<file path="config.mk">
export PLATFORM = sky130hd
export DESIGN_NAME = pwm_timer_multi_flat
export DESIGN_NICKNAME = d
export VERILOG_FILES = /design/src/rtl/pwm_timer_pkg.sv /design/src/rtl/pwm_timer_multi_if.sv /design/src/rtl/pwm_timer_channel.sv /design/src/rtl/pwm_timer_multi.sv /design/src/flat_wrapper.sv
export SDC_FILE = /design/constraint.sdc
export NUM_CORES = 1
export LEC_CHECK = 0
export BUFFER_PORTS_ARGS = -buffer_cell sky130_fd_sc_hd__buf_2
export CAP_MARGIN = 20
export CORE_MARGIN = 2
export CORE_UTILIZATION = 35
export DETAILED_ROUTE_END_ITERATION = 10
export PLACE_DENSITY = 0.59
export SLEW_MARGIN = 20
export SYNTH_ARGS = -nofsm -noshare
export SYNTH_HDL_FRONTEND = slang
export SYNTH_SLANG_ARGS = --single-unit
</file>
<file path="constraint.sdc">
create_clock -name clk -period 2.4 [get_ports clk]
set_input_delay 0.36 -clock clk [delete_from_list [all_inputs] [get_ports clk]]
set_output_delay 0.36 -clock clk [all_outputs]
set_load 0.01 [all_outputs]
</file>
<file path="src/rtl/pwm_timer_pkg.sv">
// Shared constants for the multi-channel PWM timer.
// Counting mode and direction encodings.
package pwm_timer_pkg;

    localparam logic MODE_EDGE   = 1'b0;
    localparam logic MODE_CENTER = 1'b1;
    localparam logic DIR_UP      = 1'b0;
    localparam logic DIR_DOWN    = 1'b1;

endpackage

</file>
<file path="src/rtl/pwm_timer_multi_if.sv">
// Control/status bundle between register block and PWM timer.
// master = register block side, slave = timer side.
interface pwm_timer_multi_if #(
    parameter int BITS       = 32,
    parameter int CHANNELS   = 4,
    parameter int PRESC_BITS = 8
);
    logic                     enable;
    logic                     mode;
    logic [PRESC_BITS-1:0]    prescale;
    logic [BITS-1:0]          reload_cnt;
    logic [CHANNELS*BITS-1:0] threshold;
    logic [CHANNELS-1:0]      ch_en;
    logic [CHANNELS-1:0]      polarity;
    logic                     update_req;
    logic [CHANNELS-1:0]      channel;
    logic                     period_tick;
    logic                     update_done;
    logic [BITS-1:0]          counter_out;

    modport master (
        output enable, mode, prescale, reload_cnt, threshold,
        output ch_en, polarity, update_req,
        input  channel, period_tick, update_done, counter_out
    );

    modport slave (
        input  enable, mode, prescale, reload_cnt, threshold,
        input  ch_en, polarity, update_req,
        output channel, period_tick, update_done, counter_out
    );
endinterface

</file>
<file path="src/rtl/pwm_timer_channel.sv">
// One compare output: registered, enable- and polarity-aware.
// Idle level (polarity) whenever the timer or channel is off.
module pwm_timer_channel #(
    parameter int BITS = 32
) (
    input  logic            clk,
    input  logic            rst_n,
    input  logic            i_run,
    input  logic [BITS-1:0] i_cnt,
    input  logic [BITS-1:0] i_thr,
    input  logic            i_en,
    input  logic            i_pol,
    output logic            o_ch
);
    logic w_raw;

    assign w_raw = (i_cnt >= i_thr);

    // Output register: compare result or idle level.
    always_ff @(posedge clk or negedge rst_n) begin
        if (!rst_n) begin
            o_ch <= 1'b0;
        end else if (i_run && i_en) begin
            o_ch <= w_raw ^ i_pol;
        end else begin
            o_ch <= i_pol;
        end
    end
endmodule

</file>
<file path="src/rtl/pwm_timer_multi.sv">
// Multi-channel PWM timer: prescaler, shared edge/centre counter,
// shadowed configuration applied at period boundaries.
module pwm_timer_multi
    import pwm_timer_pkg::*;
#(
    parameter int BITS       = 32,
    parameter int CHANNELS   = 4,
    parameter int PRESC_BITS = 8
) (
    input logic              clk,
    input logic              rst_n,
    pwm_timer_multi_if.slave bus
);
    logic [PRESC_BITS-1:0]    r_pcnt;
    logic [PRESC_BITS-1:0]    r_presc;
    logic [BITS-1:0]          r_cnt;
    logic [BITS-1:0]          r_reload;
    logic [CHANNELS*BITS-1:0] r_thr;
    logic                     r_mode;
    logic                     r_dir;
    logic                     r_pending;
    logic                     r_tick;
    logic                     r_done;
    logic [BITS-1:0]          w_cnt_nxt;
    logic                     w_dir_nxt;
    logic                     w_step;
    logic                     w_bnd;
    logic                     w_xfer;
    logic                     w_restart;
    logic [CHANNELS-1:0]      w_ch;

    assign w_step = bus.enable && (r_pcnt == r_presc);

    // Next counter/direction and period boundary for the current step.
    always_comb begin
        w_cnt_nxt = r_cnt;
        w_dir_nxt = r_dir;
        w_bnd     = 1'b0;
        if (w_step) begin
            if (r_reload == '0) begin
                w_cnt_nxt = '0;
                w_dir_nxt = DIR_UP;
                w_bnd     = 1'b1;
            end else if (r_mode == MODE_EDGE) begin
                if (r_cnt == r_reload) begin
                    w_cnt_nxt = '0;
                    w_bnd     = 1'b1;
                end else begin
                    w_cnt_nxt = r_cnt + BITS'(1);
                end
            end else if (r_dir == DIR_UP) begin
                if (r_cnt == r_reload) begin
                    w_dir_nxt = DIR_DOWN;
                    w_cnt_nxt = r_cnt - BITS'(1);
                end else begin
                    w_cnt_nxt = r_cnt + BITS'(1);
                end
            end else begin
                if (r_cnt == '0) begin
                    w_bnd     = 1'b1;
                    w_dir_nxt = DIR_UP;
                    w_cnt_nxt = BITS'(1);
                end else begin
                    w_cnt_nxt = r_cnt - BITS'(1);
                end
            end
        end
    end

    // Transfer at a boundary, or straight away while stopped.
    assign w_xfer = (r_pending || bus.update_req) &&
                    (w_bnd || !bus.enable);

    // A new mode or zero reload restarts counting from 0, upward.
    assign w_restart = w_xfer &&
                       ((bus.mode != r_mode) || (bus.reload_cnt == '0));

    // Prescaler, counter and direction.
    always_ff @(posedge clk or negedge rst_n) begin
        if (!rst_n) begin
            r_pcnt <= '0;
            r_cnt  <= '0;
            r_dir  <= DIR_UP;
        end else if (!bus.enable) begin
            r_pcnt <= '0;
            r_cnt  <= '0;
            r_dir  <= DIR_UP;
        end else begin
            r_pcnt <= (r_pcnt == r_presc) ? '0 : r_pcnt + PRESC_BITS'(1);
            r_cnt  <= w_restart ? '0 : w_cnt_nxt;
            r_dir  <= w_restart ? DIR_UP : w_dir_nxt;
        end
    end

    // Active configuration, pending flag and status pulses.
    always_ff @(posedge clk or negedge rst_n) begin
        if (!rst_n) begin
            r_presc   <= '0;
            r_reload  <= '0;
            r_thr     <= '0;
            r_mode    <= MODE_EDGE;
            r_pending <= 1'b0;
            r_tick    <= 1'b0;
            r_done    <= 1'b0;
        end else begin
            if (w_xfer) begin
                r_presc  <= bus.prescale;
                r_reload <= bus.reload_cnt;
                r_thr    <= bus.threshold;
                r_mode   <= bus.mode;
            end
            if (w_xfer) begin
                r_pending <= 1'b0;
            end else if (bus.update_req) begin
                r_pending <= 1'b1;
            end
            r_tick <= w_bnd;
            r_done <= w_xfer;
        end
    end

    for (genvar i = 0; i < CHANNELS; i++) begin : g_ch
        pwm_timer_channel #(.BITS(BITS)) u_ch (
            .clk   (clk),
            .rst_n (rst_n),
            .i_run (bus.enable),
            .i_cnt (r_cnt),
            .i_thr (r_thr[i*BITS +: BITS]),
            .i_en  (bus.ch_en[i]),
            .i_pol (bus.polarity[i]),
            .o_ch  (w_ch[i])
        );
    end

    assign bus.channel     = w_ch;
    assign bus.period_tick = r_tick;
    assign bus.update_done = r_done;
    assign bus.counter_out = r_cnt;
endmodule

</file>
<file path="src/flat_wrapper.sv">
// flat-port wrapper written by rule: the top's interface ports become plain ports
module pwm_timer_multi_flat import pwm_timer_pkg::*;
#(
    parameter int BITS       = 32,
    parameter int CHANNELS   = 4,
    parameter int PRESC_BITS = 8
)
  (clk, rst_n, bus_enable, bus_mode, bus_prescale, bus_reload_cnt, bus_threshold, bus_ch_en, bus_polarity, bus_update_req, bus_channel, bus_period_tick, bus_update_done, bus_counter_out);
  pwm_timer_multi_if #(.BITS(BITS), .CHANNELS(CHANNELS), .PRESC_BITS(PRESC_BITS)) bus_i ();
  input logic clk;
  input logic rst_n;
  input wire logic [$bits(bus_i.enable)-1:0] bus_enable;
  input wire logic [$bits(bus_i.mode)-1:0] bus_mode;
  input wire logic [$bits(bus_i.prescale)-1:0] bus_prescale;
  input wire logic [$bits(bus_i.reload_cnt)-1:0] bus_reload_cnt;
  input wire logic [$bits(bus_i.threshold)-1:0] bus_threshold;
  input wire logic [$bits(bus_i.ch_en)-1:0] bus_ch_en;
  input wire logic [$bits(bus_i.polarity)-1:0] bus_polarity;
  input wire logic [$bits(bus_i.update_req)-1:0] bus_update_req;
  output wire logic [$bits(bus_i.channel)-1:0] bus_channel;
  output wire logic [$bits(bus_i.period_tick)-1:0] bus_period_tick;
  output wire logic [$bits(bus_i.update_done)-1:0] bus_update_done;
  output wire logic [$bits(bus_i.counter_out)-1:0] bus_counter_out;
  assign bus_i.enable = bus_enable;
  assign bus_i.mode = bus_mode;
  assign bus_i.prescale = bus_prescale;
  assign bus_i.reload_cnt = bus_reload_cnt;
  assign bus_i.threshold = bus_threshold;
  assign bus_i.ch_en = bus_ch_en;
  assign bus_i.polarity = bus_polarity;
  assign bus_i.update_req = bus_update_req;
  assign bus_channel = bus_i.channel;
  assign bus_period_tick = bus_i.period_tick;
  assign bus_update_done = bus_i.update_done;
  assign bus_counter_out = bus_i.counter_out;
  pwm_timer_multi #(.BITS(BITS), .CHANNELS(CHANNELS), .PRESC_BITS(PRESC_BITS)) u_core (.clk(clk), .rst_n(rst_n), .bus(bus_i));
endmodule
</file>
After elaboration in Yosys (flattened, before gate mapping)
Index checks and enable logic that the tools add are counted.
- bitwise operators: 4
- $lt $le $gt $ge: 4
- reduce and logical (&&, ||, !) cells: 16
- $add $sub $neg: 3
- muxes and demuxes: 30
- eq/ne operators: 5
- operators by type and width (kind ; number):
    32-bit 2-to-1 mux ; 9
    32-bit greater-or-equal comparator ; 4
    32-bit zero test ; 3
    32-bit by 1-bit adder with 32-bit output (second input constant) ; 1
    32-bit equality test ; 1
    32-bit by 1-bit subtractor with 32-bit output (second input constant) ; 1
    1-bit 2-to-1 mux ; 19
    8-bit 2-to-1 mux ; 2
    8-bit by 1-bit adder with 8-bit output (second input constant) ; 1
    8-bit equality test ; 1
    1-bit logical AND ; 7
    4-bit by 1-bit != test with 1-bit output (second input constant) ; 1
    1-bit XOR ; 4
    1-bit logical OR ; 3
    3-bit by 1-bit != test with 1-bit output (second input constant) ; 1
    2-bit AND reduction ; 1
    2-bit nonzero test ; 1
    1-bit zero test ; 1
    1-bit != test ; 1
- output and inout port bits: 38
- register bits after elaboration: 217
- word-level logic and storage cells: 76

Longest topological paths before layout
Gate-level depths: netlist of the first run.
- depth after elaboration: 11
- gate-level depth with buffers: 11

Hierarchy
Synthesis of the first run repeated with hierarchy kept, for this count alone.
- cells, all modules: 1339
- area total of the unflattened synthesis: 14106.0 um^2
- by module, submodules not included (module ; instances ; cells an instance ; sequential area each (um^2) ; area each (um^2)):
    pwm_timer_multi ; 1 ; 883 ; 5330.1 ; 10702.8
    pwm_timer_channel ; 4 ; 114 ; 25.0 ; 850.8

Least setup slack after synthesis of the first run
No wires, ideal clock.
- path kind: reg-to-reg
- start point: register u_core.r_cnt[0], in the netlist u_core.bus.counter_out[0]
- end point: register u_core.g_ch[1].u_ch.o_ch
- slack: -0.314 ns
- data arrival time: 2.645 ns
- clock period less this slack: 2.714 ns
- required time: 2.332 ns
- cell stages (with the launch flop): 11
- path buffers: 0
- cell sequence: dfrtp_1 > inv_1 > ha_1 > nand2b_1 > a21o_1 > a211o_1 > a2111oi_0 > nor3_1 > or4b_1 > a21o_1 > nand3_1
- word-level cells in the longest chain between the ends: 3
- ends and longest elaborated chain (item ; RTL line ; source):
    start: declaration ; pwm_timer_multi.sv:16 ; logic [BITS-1:0] r_cnt;
    start signal: assignment ; pwm_timer_multi.sv:90 ; r_cnt <= w_restart ? '0 : w_cnt_nxt;
    32-bit greater-or-equal comparator ; pwm_timer_channel.sv:17 ; assign w_raw = (i_cnt >= i_thr);
    1-bit XOR ; pwm_timer_channel.sv:24 ; o_ch <= w_raw ^ i_pol;
    1-bit 2-to-1 mux ; pwm_timer_channel.sv:23 ; end else if (i_run && i_en) begin
    end signal: assignment ; pwm_timer_channel.sv:24 ;
    end signal: assignment ; pwm_timer_channel.sv:26 ; o_ch <= i_pol;
    end: declaration ; pwm_timer_channel.sv:13 ; output logic o_ch
No other way between the ends.
A chain may end at the register's enable or synchronous reset.

Final worst setup path of the first run
- start point: register u_core.r_cnt[5], in the netlist u_core.bus.counter_out[5]
- end point: register u_core.r_reload[29]
- word-level cells in the longest chain between the ends: 8
- ends and longest elaborated chain (item ; RTL line ; source):
    32-bit zero test ; pwm_timer_multi.sv:59 ; if (r_cnt == '0) begin
    1-bit 2-to-1 mux ; pwm_timer_multi.sv:59 ;
    1-bit 2-to-1 mux ; pwm_timer_multi.sv:51 ; end else if (r_dir == DIR_UP) begin
    1-bit 2-to-1 mux (*) ; pwm_timer_multi.sv:44 ; end else if (r_mode == MODE_EDGE) begin
    1-bit 2-to-1 mux (*) ; pwm_timer_multi.sv:40 ; if (r_reload == '0) begin
    1-bit 2-to-1 mux (*) ; pwm_timer_multi.sv:39 ; if (w_step) begin
    1-bit logical OR (*) ; pwm_timer_multi.sv:72 ; (w_bnd || !bus.enable);
    1-bit logical AND (*) ; pwm_timer_multi.sv:71 ; assign w_xfer = (r_pending || bus.update_req) &&
    end signal: assignment ; pwm_timer_multi.sv:108 ; r_reload <= bus.reload_cnt;
    end: declaration ; pwm_timer_multi.sv:17 ; logic [BITS-1:0] r_reload;
Mark *: on every way between the ends. The rest lies on a longest branch, timed or not.

==> summary.json, run 1 <==
{
  "die-width": {"value": 204, "unit": "um"},
  "setup_tns": {"value": -46.91, "unit": "ns"},
  "syn-instance-count": {"value": 1308},
  "result_of_the_run": {"value": "finished with violations"},
  "layout_worst_path_cycle_share": {"value": 112, "unit": "%"},
  "synth_seq_area_share": {"value": 38.8, "unit": "%"},
  "drt-vias-per-instance": {"value": 5.07},
  "rr_worst_depth": {"value": 11},
  "pwr_density": {"value": 639, "unit": "mW/mm2"},
  "syn-mean-instance-area": {"value": 10.7, "unit": "um2"},
  "remaining_drc_errors": {"value": 0},
  "clkLatencyLatePin": {"value": 0.56, "unit": "ns"},
  "design.final.nets": {"value": 2076},
  "area_of_the_mapped_netlist": {"value": 0.0140, "unit": "mm2"},
  "place.gp.congestion": {"value": 0.895},
  "layout_skew": {"value": 0.0231, "unit": "ns"},
  "final-setup-viol-count": {"value": 204},
  "design.portCount": {"value": 219},
  "io_buffers": {"value": 218},
  "postSynth.asyncResetShare": {"value": 100, "unit": "%"},
  "dr.pass1.iters": {"value": 6},
  "wirelength_met1": {"value": 20900, "unit": "um"},
  "drt_iter0_drc": {"value": 679},
  "dieHeight": {"value": 204, "unit": "um"},
  "globalRoute.totalOverflow": {"value": 0},
  "post-layout-total-power": {"value": 12.6, "unit": "mW"},
  "holdPathStages": {"value": 2},
  "drt_wl_total": {"value": 45400, "unit": "um"},
  "min-delay-path-class": {"value": "in -> reg"},
  "placement.setup.worst_slack": {"value": -0.329, "unit": "ns"},
  "synth_cell_types": {"value": 64},
  "track_usage": {"value": 21.8, "unit": "%"},
  "cp.required": {"value": 2.84, "unit": "ns"},
  "antenna_found_initial": {"value": 3},
  "vias_in_the_first_global_route": {"value": 12151},
  "die_outline_area": {"value": 0.0416, "unit": "mm2"},
  "global_route_wire_length_before_repair": {"value": 69800, "unit": "um"},
  "tritoncts": {"value": "built"},
  "timing.final.ws_setup": {"value": -0.296, "unit": "ns"},
  "detail-route-antenna-nets": {"value": 0},
  "fmax": {"value": 371, "unit": "MHz"},
  "num-fill-cells": {"value": 3569},
  "worst_slew_margin_rel": {"value": 63.0, "unit": "%"},
  "cts_max_path_buffers": {"value": 3},
  "critPathArrivalTime": {"value": 3.13, "unit": "ns"},
  "yosysWarnings": {"value": 0},
  "violated_checks": {"value": "setup timing"},
  "start_kind": {"value": "flip-flop"},
  "drive_above_1_share": {"value": 45.7, "unit": "%"},
  "synth_net_count": {"value": 1621},
  "dr_total_vias": {"value": 11718},
  "finalHoldViolCount": {"value": 0},
  "core-area": {"value": 0.0395, "unit": "mm2"},
  "synth.ff_latch_count": {"value": 217},
  "timing.critical_path.to_type": {"value": "flip-flop"},
  "worst_hold_slack": {"value": 0.0326, "unit": "ns"},
  "std_cell_rows": {"value": 73},
  "numClockSinks": {"value": 217},
  "avgRoutedWirePerCell": {"value": 19.7, "unit": "um"},
  "tightest_pin_transition": {"value": 0.555, "unit": "ns"},
  "hpwlAfterDp": {"value": 32500, "unit": "um"},
  "critPathMaxFanout": {"value": 8},
  "route.top_layer_used": {"value": "met5"},
  "leakagePower": {"value": 10.5, "unit": "nW"},
  "drv.max_cap_violation_count": {"value": 0},
  "synth_top_flop_cell": {"value": "dfrtp_1"},
  "cts.root.buffer_cell": {"value": "clkbuf_16"},
  "grt_max_degree": {"value": 57},
  "initial_core_utilization": {"value": 35.4, "unit": "%"},
  "crit_type": {"value": "reg -> reg"},
  "peak_supply_drop": {"value": 0.000501, "unit": "V"},
  "dr_wl_met3": {"value": 2300, "unit": "um"},
  "numCtsBuffers": {"value": 27},
  "shortest_period_the_worst_path_allows": {"value": 2.70, "unit": "ns"},
  "synth_enable_flop_cells": {"value": 0},
  "met2_wirelength": {"value": 21100, "unit": "um"},
  "grt_setup_unrepaired": {"value": "true"},
  "area_delta_synth_final": {"value": 41.3, "unit": "%"},
  "path_clk_slew": {"value": 0.06, "unit": "ns"},
  "number_of_levels_in_the_clock_h_tree": {"value": 1},
  "maxSlewViolCount": {"value": 0}
}
sequential cells by signal (all words and copies together), names as in the netlist:
name and count:
u_core.r_pcnt 8, u_core.r_reload 32, u_core.r_dir 1, u_core.r_pending 1, u_core.bus.counter_out 32, u_core.r_mode 1
u_core.r_thr 128, u_core.bus.update_done 1, u_core.bus.period_tick 1, u_core.r_presc 8, u_core.g_ch.u_ch.o_ch 4
worst paths after layout:
check	startpoint	endpoint	slack, ns
worst max-delay path	u_core.bus.counter_out[5]$_DFFE_PN0P_	u_core.r_reload[29]$_DFFE_PN0P_	-0.30
worst min-delay path	bus_threshold[85]	u_core.r_thr[85]$_DFFE_PN0P_	0.03
worst max register to register	u_core.bus.counter_out[5]$_DFFE_PN0P_	u_core.r_reload[29]$_DFFE_PN0P_	-0.30
worst min register to register	u_core.r_thr[91]$_DFFE_PN0P_	u_core.r_thr[91]$_DFFE_PN0P_	0.51
max in group asynchronous	rst_n	u_core.r_pcnt[4]$_DFF_PN0_	1.34
min in group asynchronous	rst_n	u_core.r_thr[123]$_DFFE_PN0P_	0.34
cell type report:
type | instances | area (um2) | area share, %
clock buffer | 32 | 744 | 3.77
sequential | 217 | 5460 | 27.6
antenna | 2 | 5.00 | 0.0253
tap | 525 | 657 | 3.32
multi-input combinational | 894 | 8200 | 41.5
inverter | 135 | 509 | 2.58
clock inverter | 17 | 279 | 1.41
timing repair buffer | 488 | 3910 | 19.8
power breakdown:
group / total, mW / switching [mW] / internal [mW]
Clock: 4.68 / 1.71 / 2.96
Sequential: 4.72 / 0.436 / 4.28
Combinational: 3.23 / 1.39 / 1.83
Total: 12.6 / 3.54 / 9.08
cells by family after synthesis:
| kind of cell | after synthesis | synth area share (%) |
|---|---|---|
| multiplexers | 169 | 16.3 |
| flip-flops | 217 | 38.8 |
| XOR/XNOR | 64 | 4.01 |
| adder cells (fa/ha/maj) | 132 | 11.8 |
| buffers and inverters | 197 | 6.33 |
| AND/OR/NAND/NOR | 272 | 10.3 |
| AO/OA/AOI/OAI | 257 | 12.5 |
cells in the final DEF, fill, tap and decap left out, types with 25 or more instances in the layout:
cell type,count
buf_2,217
buf_4,200
dfrtp_1,194
inv_1,133
ha_1,120
mux2_4,99
mux2_2,70
nand2_1,62
a21o_1,59
a21oi_1,54
xor2_1,52
nor2_1,49
o21ai_0,32
nor4_1,31
clkbuf_16,31
nand4_1,30
nand3_1,30
buf_6,25
critical path, stage by stage, from the launching register on:
cell and delay (ns):
dfrtp_2 0.44, buf_6 0.14, buf_4 0.16, nor4_2 0.33, and4_4 0.31, nand3_2 0.15, o21ai_4 0.15, o21ai_4 0.12
buf_12 0.17, buf_12 0.15, clkbuf_16 0.17, mux2_4 0.29
layer usage:
layer	global-route usage, %	vias to the layer above
li1	-	5617
met1	30.4	5731
met2	35.4	313
met3	3.11	55
met4	5.94	2
met5	0	-
per-stage QoR:
stage / instances / cell area [um2] / utilization (%)
floorplan: 1308 / 14100 / -
global placement: 2201 / 17100 / 43.3
detailed placement: 2201 / 17100 / 43.3
CTS: 2301 / 19400 / 49.1
global route: 2310 / 19800 / 50.0
finish: 2310 / 19800 / 50.0
synthesized netlist by cell type (9+ instances only):
| cell type | number | area share (%) |
|---|---|---|
| nand2_1 | 63 | 1.7 |
| a221oi_1 | 9 | 0.56 |
| nand2b_1 | 9 | 0.40 |
| buf_6 | 11 | 0.89 |
| mux2_2 | 70 | 5.6 |
| buf_2 | 32 | 1.1 |
| mux2_4 | 99 | 11 |
| o21ai_0 | 43 | 1.5 |
| nand4_1 | 30 | 1.3 |
| xor2_1 | 54 | 3.4 |
| xnor2_1 | 10 | 0.63 |
| a21o_1 | 59 | 3.2 |
| a21oi_1 | 63 | 2.3 |
| dfrtp_1 | 217 | 39 |
| nor4_1 | 35 | 1.6 |
| ha_1 | 132 | 12 |
| inv_1 | 135 | 3.6 |
| nor3_1 | 12 | 0.43 |
| nand3_1 | 30 | 1.1 |
| nor2_1 | 51 | 1.4 |
| clkbuf_1 | 13 | 0.35 |
repair_timing:
action	in CTS	in global routing
gates cloned	17	4
pin swaps	48	32
resized for setup	119	49
endpoints found under the setup margin	204	207
buffers inserted	33	7
hold buffers	3	0
endpoints found under the hold margin	53	0
(Power assumes the default switching activity.)
==> run 2: changes to the inputs <==
--- a/config.mk
+++ b/config.mk
@@ -11,6 +11,7 @@
 export CORE_UTILIZATION = 35
 export DETAILED_ROUTE_END_ITERATION = 10
 export PLACE_DENSITY = 0.59
+export SKIP_LAST_GASP = 1
 export SLEW_MARGIN = 20
 export SYNTH_ARGS = -nofsm -noshare
 export SYNTH_HDL_FRONTEND = slang
==> run 2 against run 1 <==
- the run still ends with setup timing left
- sequential cell count is the same
- routed wire length is essentially flat
- clock-buffer cell count unchanged
- combinational power about the same
- via count hardly changed
- design area hardly changed
- setup slack lost 0.0052 ns
- clock skew is 0.0014 ns lower
- final cell count about the same
- non-clock buffer count increased by 1
- utilization about the same
- highest routed layer unchanged
==> summary.json, run 2 (synthesis gave the netlist of run 1 again) <==
{
  "leakagePower": {"value": 10.5, "unit": "nW", "change": "about the same"},
  "start_kind": {"value": "flip-flop", "change": "unchanged"},
  "most_common_library_cell_in_the_layout_ignoring_fill_and_taps": {"value": "buf_2", "change": "unchanged"},
  "vias_in_the_first_global_route": {"value": 12151, "change": "unchanged"},
  "area.sequential": {"value": 0.00546, "unit": "mm2", "change": "unchanged"},
  "tritoncts": {"value": "built", "change": "unchanged"},
  "clkLatencyLatePin": {"value": 0.56, "unit": "ns", "change": "about the same"},
  "area_delta_synth_final": {"value": 41.4, "unit": "%", "change": "was 41.3%"},
  "crit_type": {"value": "reg -> reg", "change": "unchanged"},
  "min-delay-path-class": {"value": "in -> reg", "change": "unchanged"},
  "rr_worst_depth": {"value": 11, "change": "unchanged"},
  "grt_max_degree": {"value": 57, "change": "unchanged"},
  "antenna_found_initial": {"value": 3, "change": "unchanged"},
  "numClockSinks": {"value": 217, "change": "unchanged"},
  "path_clk_slew": {"value": 0.06, "unit": "ns", "change": "about the same"},
  "design.portCount": {"value": 219, "change": "unchanged"},
  "globalRoute.totalOverflow": {"value": 0, "change": "unchanged"},
  "detail-route-antenna-nets": {"value": 0, "change": "unchanged"},
  "largest-register": {"value": "u_core.r_thr", "change": "unchanged"},
  "shortest_period_the_worst_path_allows": {"value": 2.70, "unit": "ns", "change": "about the same"},
  "pwr_density": {"value": 639, "unit": "mW/mm2", "change": "about the same"},
  "layout_skew": {"value": 0.0218, "unit": "ns", "change": "was 0.0231 ns"},
  "die_outline_area": {"value": 0.0416, "unit": "mm2", "change": "unchanged"},
  "io_buffers": {"value": 218, "change": "unchanged"},
  "critical-path-max-stage-delay": {"value": 0.44, "unit": "ns", "change": "about the same"},
  "grt_setup_unrepaired": {"value": "true", "change": "unchanged"},
  "drt_iter0_drc": {"value": 789, "change": "was 679"},
  "post-layout-total-power": {"value": 12.6, "unit": "mW", "change": "about the same"},
  "multi_input_combinational_cell_area": {"value": 0.00820, "unit": "mm2", "change": "unchanged"},
  "violated_checks": {"value": "setup timing", "change": "unchanged"},
  "slowest_stage": {"value": "dfrtp_2", "change": "unchanged"},
  "tightest_pin_transition": {"value": 0.544, "unit": "ns", "change": "was 0.555 ns"},
  "worst_hold_slack": {"value": 0.0324, "unit": "ns", "change": "was 0.0326 ns"},
  "maxSlewViolCount": {"value": 0, "change": "unchanged"},
  "result_of_the_run": {"value": "finished with violations", "change": "unchanged"},
  "finalNonFillerCells": {"value": 2311, "change": "was 2310"},
  "critPathArrivalTime": {"value": 3.14, "unit": "ns", "change": "was 3.13 ns"},
  "drv.max_cap_violation_count": {"value": 0, "change": "unchanged"},
  "core-area": {"value": 0.0395, "unit": "mm2", "change": "unchanged"},
  "track_usage": {"value": 21.8, "unit": "%", "change": "about the same"},
  "drive_above_1_share": {"value": 45.6, "unit": "%", "change": "was 45.7%"},
  "layout_worst_path_cycle_share": {"value": 113, "unit": "%", "change": "was 112%"},
  "cp.required": {"value": 2.84, "unit": "ns", "change": "about the same"},
  "initial_core_utilization": {"value": 35.4, "unit": "%", "change": "unchanged"},
  "dr_total_vias": {"value": 11710, "change": "was 11718"},
  "fmax": {"value": 370, "unit": "MHz", "change": "was 371 MHz"},
  "worst_slew_margin_rel": {"value": 63.7, "unit": "%", "change": "was 63.0%"},
  "holdPathStages": {"value": 2, "change": "unchanged"},
  "number_of_placed_instances_taps_included": {"value": 2201, "change": "unchanged"},
  "design.final.nets": {"value": 2077, "change": "was 2076"},
  "layout_common_cells": {"value": "buf_2, buf_4, dfrtp_1, inv_1, ha_1", "change": "unchanged"},
  "timing.critical_path.cells": {"value": "buf_6 > buf_4 > nor4_2 > and4_4 > nand3_2 > o21ai_4 > o21ai_4 > buf_12 > buf_12 > clkbuf_16 > mux2_4", "change": "unchanged"},
  "finalHoldViolCount": {"value": 0, "change": "unchanged"},
  "reg2reg_setup_slack": {"value": -0.30, "unit": "ns", "change": "about the same"},
  "global_route_wire_length_before_repair": {"value": 69800, "unit": "um", "change": "unchanged"},
  "peak_supply_drop": {"value": 0.000501, "unit": "V", "change": "about the same"},
  "drt_wl_total": {"value": 45400, "unit": "um", "change": "about the same"},
  "timing.final.ws_setup": {"value": -0.301, "unit": "ns", "change": "was -0.296 ns"},
  "avgRoutedWirePerCell": {"value": 19.7, "unit": "um", "change": "about the same"},
  "hpwlAfterDp": {"value": 32500, "unit": "um", "change": "unchanged"},
  "place.gp.congestion": {"value": 0.895, "change": "unchanged"},
  "numCtsBuffers": {"value": 27, "change": "unchanged"},
  "num-fill-cells": {"value": 3565, "change": "was 3569"},
  "die-width": {"value": 204, "unit": "um", "change": "unchanged"},
  "std_cell_rows": {"value": 73, "change": "unchanged"},
  "dieHeight": {"value": 204, "unit": "um", "change": "unchanged"},
  "remaining_drc_errors": {"value": 0, "change": "unchanged"},
  "timing.critical_path.to_type": {"value": "flip-flop", "change": "unchanged"},
  "placement.setup.worst_slack": {"value": -0.329, "unit": "ns", "change": "unchanged"},
  "number_of_levels_in_the_clock_h_tree": {"value": 1, "change": "unchanged"},
  "dr.pass1.iters": {"value": 5, "change": "was 6"},
  "drt-vias-per-instance": {"value": 5.07, "change": "about the same"},
  "max_ffs_per_register": {"value": 128, "change": "unchanged"},
  "cts_max_path_buffers": {"value": 3, "change": "unchanged"},
  "critPathMaxFanout": {"value": 8, "change": "unchanged"},
  "cts.root.buffer_cell": {"value": "clkbuf_16", "change": "unchanged"},
  "final-setup-viol-count": {"value": 204, "change": "unchanged"}
}
run 2: report_power, final:
| group | internal (mW) | switching (mW) |
|---|---|---|
| Combinational | 1.84 | 1.39 |
| Sequential | 4.28 | 0.436 |
| Clock | 2.96 | 1.72 |
run 2: timing repair:
action / 4_1_cts / 5_1_grt
hold buffers: 3 / 0
endpoints found under the hold margin: 53 / 0
setup endpoints to repair: 204 / 207
resized for setup: 115 / 50
buffers inserted: 33 / 8
pin swaps: 48 / 33
cloned: 17 / 4
run 2: worst paths after layout:
check,startpoint,end
max in group asynchronous,rst_n,u_core.r_pcnt[4]$_DFF_PN0_
min in group asynchronous,rst_n,u_core.r_thr[123]$_DFFE_PN0P_
setup reg to reg,u_core.bus.counter_out[5]$_DFFE_PN0P_,u_core.r_reload[29]$_DFFE_PN0P_
setup / recovery,u_core.bus.counter_out[5]$_DFFE_PN0P_,u_core.r_reload[29]$_DFFE_PN0P_
hold reg to reg,u_core.r_thr[91]$_DFFE_PN0P_,u_core.r_thr[91]$_DFFE_PN0P_
hold / removal,bus_threshold[85],u_core.r_thr[85]$_DFFE_PN0P_
run 2: critical path, delay by kind of cell (launching register included):
family                 cells  cell delay (ns)
AOI/OAI and AO/OA          2             0.25
muxes                      1             0.29
buffers and inverters      5             0.79
DFF                        1             0.44
and+or+nand+nor            3             0.79
run 2: through the flow:
stage | utilization (%) | TNS (ns) | instance area (um2)
detailed placement | 43.3 | -38.97 | 17100
floorplan | - | -2.76 | 14100
finish | 50.0 | -47.73 | 19800
CTS | 49.1 | -31.24 | 19400
global placement | 43.3 | -31.85 | 17100
global route | 50.0 | -58.97 | 19800
run 2: routing by layer:
metal  GRT usage, %  vias up  routed length (um)
met5              0        -                  13
met2           35.4      316               21300
met1           30.4     5721               20700
met3           3.11       51                2510
met4           5.87        2                 896
li1               -     5620                   -
run 2: layout make-up:
cell class	instances	share of cell area, %
antenna	2	0.0253
clock buffer	32	3.77
clock inverter	17	1.41
inverter	135	2.58
multi-input combinational	894	41.5
sequential	217	27.6
tap	525	3.32
timing repair buffer	489	19.8
